### src/rtl/fuzz_seq_pkg.sv
// Shared types and helpers for the fuzz wrapper sequencer: FSM state encoding,
// the Galois LFSR/MISR step shared by stimulus and compaction, and the response folder.
package fuzz_seq_pkg;

  typedef enum logic [2:0] {
    IDLE,
    LOAD,
    APPLY,
    WAIT,
    CAPTURE,
    DONE
  } seq_state_e;

  localparam logic [31:0] LFSR_TAPS  = 32'hA300_0000;
  // Widest out_flat the folder accepts; callers zero-pad into this width.
  localparam int unsigned FOLD_MAX_W = 1024;

  function automatic logic [31:0] lfsr_step(input logic [31:0] x);
    return (x >> 1) ^ (x[0] ? LFSR_TAPS : 32'h0);
  endfunction

  // XOR of the 32-bit chunks that overlap the first 'width' bits; width 0 yields 0.
  function automatic logic [31:0] fold32(input logic [FOLD_MAX_W-1:0] v,
                                         input int unsigned width);
    logic [31:0] acc;
    acc = '0;
    for (int unsigned i = 0; i < FOLD_MAX_W / 32; i++) begin
      if (i * 32 < width) acc ^= v[i*32 +: 32];
    end
    return acc;
  endfunction

endpackage

### src/rtl/fuzz_wrapper_sequencer_lfsr.sv
// fuzz_lfsr32: loadable, enable-gated 32-bit Galois LFSR; a zero seed loads as 1
// so the register can never lock up in the all-zero state.
module fuzz_lfsr32
  import fuzz_seq_pkg::*;
(
  input  logic        clk,
  input  logic        rst_n,
  input  logic        load_i,
  input  logic        en_i,
  input  logic [31:0] seed_i,
  output logic [31:0] state_o
);

  logic [31:0] state_q, state_d;

  always_comb begin
    state_d = state_q;
    if (load_i) begin
      state_d = (seed_i == '0) ? 32'h1 : seed_i;
    end else if (en_i) begin
      state_d = lfsr_step(state_q);
    end
  end

  always_ff @(posedge clk or negedge rst_n) begin
    if (!rst_n) state_q <= 32'h1;
    else        state_q <= state_d;
  end

  assign state_o = state_q;

endmodule

### src/rtl/fuzz_wrapper_sequencer.sv
// Seeded stimulus sequencer and MISR response compactor for flattened fuzz wrappers.
// Optional FUZZ_SEQ_ABORT_EN adds abort_i to cut a run short with a partial signature.
module fuzz_wrapper_sequencer
  import fuzz_seq_pkg::*;
#(
  parameter int unsigned IN_W   = 32,
  parameter int unsigned OUT_W  = 32,
  parameter int unsigned SETTLE = 2,
  parameter int unsigned CNT_W  = 16,
  localparam int unsigned STIM_W = (IN_W == 0) ? 1 : IN_W,
  localparam int unsigned RESP_W = (OUT_W == 0) ? 1 : OUT_W
) (
  input  logic              clk,
  input  logic              rst_n,
`ifdef FUZZ_SEQ_ABORT_EN
  input  logic              abort_i,
`endif
  input  logic              start_i,
  input  logic [31:0]       seed_i,
  input  logic [CNT_W-1:0]  num_vec_i,
  output logic [STIM_W-1:0] stim_o,
  input  logic [RESP_W-1:0] resp_i,
  output logic              busy_o,
  output logic              done_o,
  output logic [CNT_W-1:0]  vec_cnt_o,
  output logic [31:0]       signature_o
);

  localparam logic [7:0] SETTLE_LAST = (SETTLE == 0) ? 8'd0 : 8'(SETTLE - 1);

  seq_state_e          state_q, state_d;
  logic [STIM_W-1:0]   stim_q, stim_d, stim_rep;
  logic [31:0]         misr_q, misr_d, resp_fold, lfsr_state;
  logic [CNT_W-1:0]    vec_cnt_q, vec_cnt_d, num_vec_q, num_vec_d, cnt_inc;
  logic [7:0]          wait_q, wait_d;
  logic [FOLD_MAX_W-1:0] resp_pad;

  fuzz_lfsr32 u_lfsr (
    .clk     (clk),
    .rst_n   (rst_n),
    .load_i  (state_q == LOAD),
    .en_i    (state_q == APPLY),
    .seed_i  (seed_i),
    .state_o (lfsr_state)
  );

  always_comb begin
    resp_pad = '0;
    resp_pad[RESP_W-1:0] = resp_i;
    resp_fold = fold32(resp_pad, OUT_W);
  end

  // Wide stimulus ports repeat the 32-bit LFSR word from the LSB upward.
  always_comb begin
    stim_rep = '0;
    if (IN_W != 0) begin
      for (int unsigned i = 0; i < STIM_W; i++) stim_rep[i] = lfsr_state[i % 32];
    end
  end

  always_comb begin
    state_d   = state_q;
    stim_d    = stim_q;
    misr_d    = misr_q;
    vec_cnt_d = vec_cnt_q;
    num_vec_d = num_vec_q;
    wait_d    = wait_q;
    cnt_inc   = vec_cnt_q + 1'b1;
    case (state_q)
      IDLE:    if (start_i) state_d = LOAD;
      LOAD: begin
        misr_d    = '0;
        vec_cnt_d = '0;
        num_vec_d = num_vec_i;
        state_d   = (num_vec_i == '0) ? DONE : APPLY;
      end
      APPLY: begin
        stim_d  = stim_rep;
        wait_d  = '0;
        state_d = (SETTLE == 0) ? CAPTURE : WAIT;
      end
      WAIT: begin
        if (wait_q == SETTLE_LAST) state_d = CAPTURE;
        else                       wait_d  = wait_q + 8'd1;
      end
      CAPTURE: begin
        misr_d    = lfsr_step(misr_q) ^ resp_fold;
        vec_cnt_d = cnt_inc;
        state_d   = (cnt_inc == num_vec_q) ? DONE : APPLY;
      end
      DONE:    state_d = IDLE;
      default: state_d = IDLE;
    endcase
`ifdef FUZZ_SEQ_ABORT_EN
    // Abort wins over a capture in the same cycle: that vector is not folded or counted.
    if (abort_i && (state_q inside {LOAD, APPLY, WAIT, CAPTURE})) begin
      state_d = DONE;
      if (state_q == CAPTURE) begin
        misr_d    = misr_q;
        vec_cnt_d = vec_cnt_q;
      end
    end
`endif
  end

  always_ff @(posedge clk or negedge rst_n) begin
    if (!rst_n) begin
      state_q   <= IDLE;
      stim_q    <= '0;
      misr_q    <= '0;
      vec_cnt_q <= '0;
      num_vec_q <= '0;
      wait_q    <= '0;
    end else begin
      state_q   <= state_d;
      stim_q    <= stim_d;
      misr_q    <= misr_d;
      vec_cnt_q <= vec_cnt_d;
      num_vec_q <= num_vec_d;
      wait_q    <= wait_d;
    end
  end

  assign stim_o      = stim_q;
  assign busy_o      = (state_q != IDLE);
  assign done_o      = (state_q == DONE);
  assign vec_cnt_o   = vec_cnt_q;
  assign signature_o = misr_q;

endmodule

### config.mk
export PLATFORM = sky130hd
export DESIGN_NAME = fuzz_wrapper_sequencer
export DESIGN_NICKNAME = d
export VERILOG_FILES = /design/src/rtl/fuzz_seq_pkg.sv /design/src/rtl/fuzz_wrapper_sequencer_lfsr.sv /design/src/rtl/fuzz_wrapper_sequencer.sv
export SDC_FILE = /design/constraint.sdc
export NUM_CORES = 1
export LEC_CHECK = 0
export ABC_AREA = 1
export CELL_PAD_IN_SITES_DETAIL_PLACEMENT = 0
export CELL_PAD_IN_SITES_GLOBAL_PLACEMENT = 2
export CORE_UTILIZATION = 29
export DETAILED_ROUTE_END_ITERATION = 7
export PLACE_DENSITY_LB_ADDON = 0.1
export SYNTH_ARGS = -nofsm -noshare
export SYNTH_HDL_FRONTEND = slang
export SYNTH_HIERARCHICAL = 1
export SYNTH_SLANG_ARGS = --single-unit
export TNS_END_PERCENT = 50
### constraint.sdc
create_clock -name clk -period 2.55 [get_ports clk]
set_input_delay 0.3825 -clock clk [delete_from_list [all_inputs] [get_ports clk]]
set_output_delay 0.3825 -clock clk [all_outputs]
set_load 0.05 [all_outputs]
==> impl_summary.txt, run 1 <==
----------------------------------------------------
[Drt]
  DRC violations left ... 0
  Detailed-route wire length per cell ... about 15 um
  Drt first pass iters ... 4
  Vias per std cell ... approximately 4.6
  Number of nets still failing antenna checks after routing ... 0
  Routed via count ... ~6000
  First DRT Iteration DRCs ... ~330
  Wirelength, routed ... between 20000 and 25000 um

[Logic synthesis]
  Xor and xnor fraction of the mapped netlist area ... 2.29%
  Cell count after synthesis ... 845
  Multiplexer share of the synthesized area ... 0%
  Count of yosys warnings during synthesis ... 6
  Number of storage elements in the synthesis netlist ... 139
  Nets in the synthesized netlist ... between 900 and 1000
  Sequential share of the synthesized area ... roughly half
  Post-Synthesis Mean Instance Area ... just over 8 um^2
  Adder-cell area share of the yosys netlist ... less than 1%
  Count of flip-flops with a built-in enable after synthesis ... 0
  Combined area of all synthesized cells ... around 6900 um^2
  Simple-gate share of the synthesized area ... ~28%
  Number of unique standard cell types used by synthesis ... 36
  Compound-gate portion of the synthesized area ... 13.1%
  Synth Flop Type ... sky130_fd_sc_hd__dfrtp_1
  Combinational family with the most area after synthesis ... simple AND/OR/NAND/NOR gates
  FFs w/ async S/R, synth ... between 90% and 100%

[Place]
  Gpl congestion ... between 0.7 and 0.8
  Number of buffers added on ports ... 164
  Post-Place Setup Slack ... between 400 and 500 ps
  # placed instances ... roughly 1300
  Placed wire-length estimate after detailed placement ... ~14000 um
  Standard cell area after detailed placement ... slightly below 9000 um^2

[Die]
  Vertical die dimension ... between 150 and 200 um
  Initial Util ... between 20% and 30%
  Die X ... roughly 160 um
  Num ports ... 165
  Number of placement rows ... 56
  Floorplan Core Area ... between 20000 and 25000 um^2
  DIE AREA ... 24600 um^2

[Power]
  Cell internal pwr ... approximately 4.3 mW
  Part of the power in the clock network ... 43.3%
  Power Dens Cells ... about 640 nW/um^2
  VDD IR max ... roughly 0.00035 V
  Proportion of power drawn by combinational gates ... 17.1%
  Switching pwr ... approximately 1.8 mW
  Net Sw Frac ... just under 30%
  Sequential share of power ... about 40%
  Leakage power summed over all cells ... 4.10 nW

[Cells and area]
  Leading cell types in the layout, fill and taps excluded ... sky130_fd_sc_hd__nand2_1, sky130_fd_sc_hd__clkdlybuf4s50_1, sky130_fd_sc_hd__dfrtp_1
  Proportion of layout cells with a drive suffix above 1 ... roughly a tenth
  Most common cell after layout, fill and taps aside ... sky130_fd_sc_hd__nand2_1
  Non-filler cells, final ... ~1300
  Relative area change from synthesis to final layout ... 38.0%
  Antenna cell count ... 0
  Design Area, Final ... approximately 9600 um^2
  Net count reported at finish ... 1096

[Worst setup path]
  Kind of critical path ... reg2out
  Required arrival time at the worst endpoint ... between 2000 and 2500 ps
  Maximum fanout along the worst path ... 4
  Critical path data arrival time ... approximately 2000 ps
  Endpoint type of the worst setup path ... output pin
  Launching element type of the critical path ... register

[GRT]
  Maximum number of pins on one net before global-route repair ... 52
  Global-route wire length before repair ... 33100 um
  Number of global-route vias before repair ... ~6200
  Total routing resource utilization after global routing ... roughly 18%
  Leftover overflow at the end of global routing ... 0
  Antenna violations before repair ... 0

[Hold path]
  Worst Hold Class ... in2async

[STA]
  TNS Setup ... 0 ps
  Final worst setup slack ... 169 ps
  Relative slew slack ... roughly 58%
  Final setup viols ... 0
  Max Freq ... 0.420 GHz
  Final clock skew ... roughly 11 ps
  Hold Fails Final Rpt ... 0
  Actual slew at the worst max-slew pin ... about 630 ps
  Period Utilization, post-route ... approximately 93%
  Clock period minus worst slack ... 2380 ps
  Max-slew violation total from the final report ... 0
  Unrepaired setup endpoints after global routing ... false

[Clock network]
  Clock transition time at the flip-flop clock pins of the worst setup and hold paths ... roughly 60 ps
  Num CTS Buffers ... 17
  Post CTS Setup Buffer Count ... 0
  TritonCTS clock tree ... yes
  Buffer levels on the longest clock path ... 2
  Clock network latency to the later pin of the worst-skew pair ... between 400 and 500 ps
  Clock Root Buffer ... sky130_fd_sc_hd__clkbuf_16
  Number of H-tree levels ... 4
  Clock sink count ... ~140

[Job]
  Number of maximum-capacitance violations ... 0

[Status]
  Outcome ... finished clean

----------------------------------------------------
what timing repair did:
item | in CTS | in global routing
setup endpoints to repair | 0 | 1
gates resized for setup | 0 | 1
endpoints found under the hold margin | 46 | 0
hold buffers | 1 | 0
cells by family (layout without fill, tap and decap cells):
kind of cell,after synthesis,after routing
flops,139,139
simple gates,457,457
xor+xnor,15,15
compound gates,142,142
fa+ha+maj,3,3
buf+inv,89,267
critical path, cell delays in order (launching register included):
cell	delay [ps]
sky130_fd_sc_hd__dfrtp_1	470
sky130_fd_sc_hd__nor2_1	80
sky130_fd_sc_hd__inv_1	110
sky130_fd_sc_hd__nor2_1	50
sky130_fd_sc_hd__inv_1	80
sky130_fd_sc_hd__clkdlybuf4s50_1	790
cell usage after synthesis, types with 2 or more instances:
library cell,count,area share [%]
sky130_fd_sc_hd__xnor3_1,2,0.65
sky130_fd_sc_hd__a21oi_1,34,2.4
sky130_fd_sc_hd__nand2_2,6,0.54
sky130_fd_sc_hd__nand2_1,284,15
sky130_fd_sc_hd__xnor2_1,4,0.50
sky130_fd_sc_hd__nand3_2,2,0.29
sky130_fd_sc_hd__dfrtp_1,138,50
sky130_fd_sc_hd__xor2_1,9,1.1
sky130_fd_sc_hd__inv_1,50,2.7
sky130_fd_sc_hd__o22ai_1,11,0.99
sky130_fd_sc_hd__nand4_1,3,0.27
sky130_fd_sc_hd__clkbuf_1,15,0.81
sky130_fd_sc_hd__o21ai_1,16,1.2
sky130_fd_sc_hd__buf_6,5,0.81
sky130_fd_sc_hd__and3_1,2,0.18
sky130_fd_sc_hd__ha_1,3,0.54
sky130_fd_sc_hd__nor2_1,72,3.9
sky130_fd_sc_hd__inv_2,7,0.38
sky130_fd_sc_hd__nor2_2,6,0.54
sky130_fd_sc_hd__a31oi_2,2,0.36
sky130_fd_sc_hd__a22oi_1,3,0.32
sky130_fd_sc_hd__nor3_1,5,0.36
sky130_fd_sc_hd__o21ai_0,45,3.2
sky130_fd_sc_hd__a32o_1,29,4.2
sky130_fd_sc_hd__or2_2,29,2.6
sky130_fd_sc_hd__buf_2,12,0.86
sky130_fd_sc_hd__nor2_4,5,0.81
sky130_fd_sc_hd__nand3_1,34,2.4
sky130_fd_sc_hd__nor4_1,5,0.45
per-layer routing:
layer	global-route usage, %	up-vias	part of all wire (%)
met5	0	-	0
li1	-	3101	-
met3	3.10	20	4.2
met1	23.0	2931	46
met4	5.88	0	1.5
met2	29.1	126	48
area by class of cell:
type / instances / area (um^2)
fillers: 2434 / 13900
multi-input cells: 617 / 3090
clock buffers: 18 / 439
well taps: 319 / 399
inverters: 57 / 214
clock inverters: 14 / 181
repair buffers: 178 / 1780
flip-flops and latches: 139 / 3480
final timing paths:
check | from | endpoint | slack (ps) | depth (start not counted)
setup / recovery | state_q[1] | busy_o | 170 | 5
hold / removal | rst_n | vec_cnt_o[13] | 470 | 2
setup reg to reg | vec_cnt_o[0] | state_q[0] | 520 | 13
hold reg to reg | stim_o[27] | stim_o[27] | 470 | 2
max in group asynchronous | rst_n | signature_o[29] | 1320 | 3
min in group clk | stim_o[27] | stim_o[27] | 470 | 2
sequential cells by signal, summed over array words and instances, names as in the netlist:
name / count
wait_q: 8
stim_o: 32
u_lfsr/state_o: 32
num_vec_q: 16
signature_o: 32
state_q: 3
vec_cnt_o: 16
through the flow:
| stage | hold slack [ps] | total power [mW] | utilization [%] |
|---|---|---|---|
| 2_1_floorplan | 86.9 | 3.04 | - |
| 3_3_place_gp | 367 | 3.52 | 38.1 |
| 3_5_place_dp | 368 | 3.52 | 38.1 |
| 4_1_cts | 476 | 6.21 | 40.8 |
| 5_1_grt | 492 | 6.38 | 40.8 |
| 6_report | 469 | 6.12 | 40.8 |
power by group through the flow:
| stage | registers [mW] | clock network, mW | logic [mW] |
|---|---|---|---|
| final | 2.42 | 2.65 | 1.05 |
| after global placement | 2.46 | 0 | 1.05 |
| after detailed placement | 2.47 | 0 | 1.06 |
| after floorplan | 2.83 | 0 | 0.205 |
| after CTS | 2.43 | 2.73 | 1.06 |
| after global routing | 2.45 | 2.82 | 1.11 |
No activity file was read; power rests on OpenSTA's default activity.
==> inputs of run 2 (changes only) <==
- CTS_CLUSTER_SIZE: not set -> 10
==> results of run 2 <==
The final DEF is identical to that of run 1; final timing and power are the same.
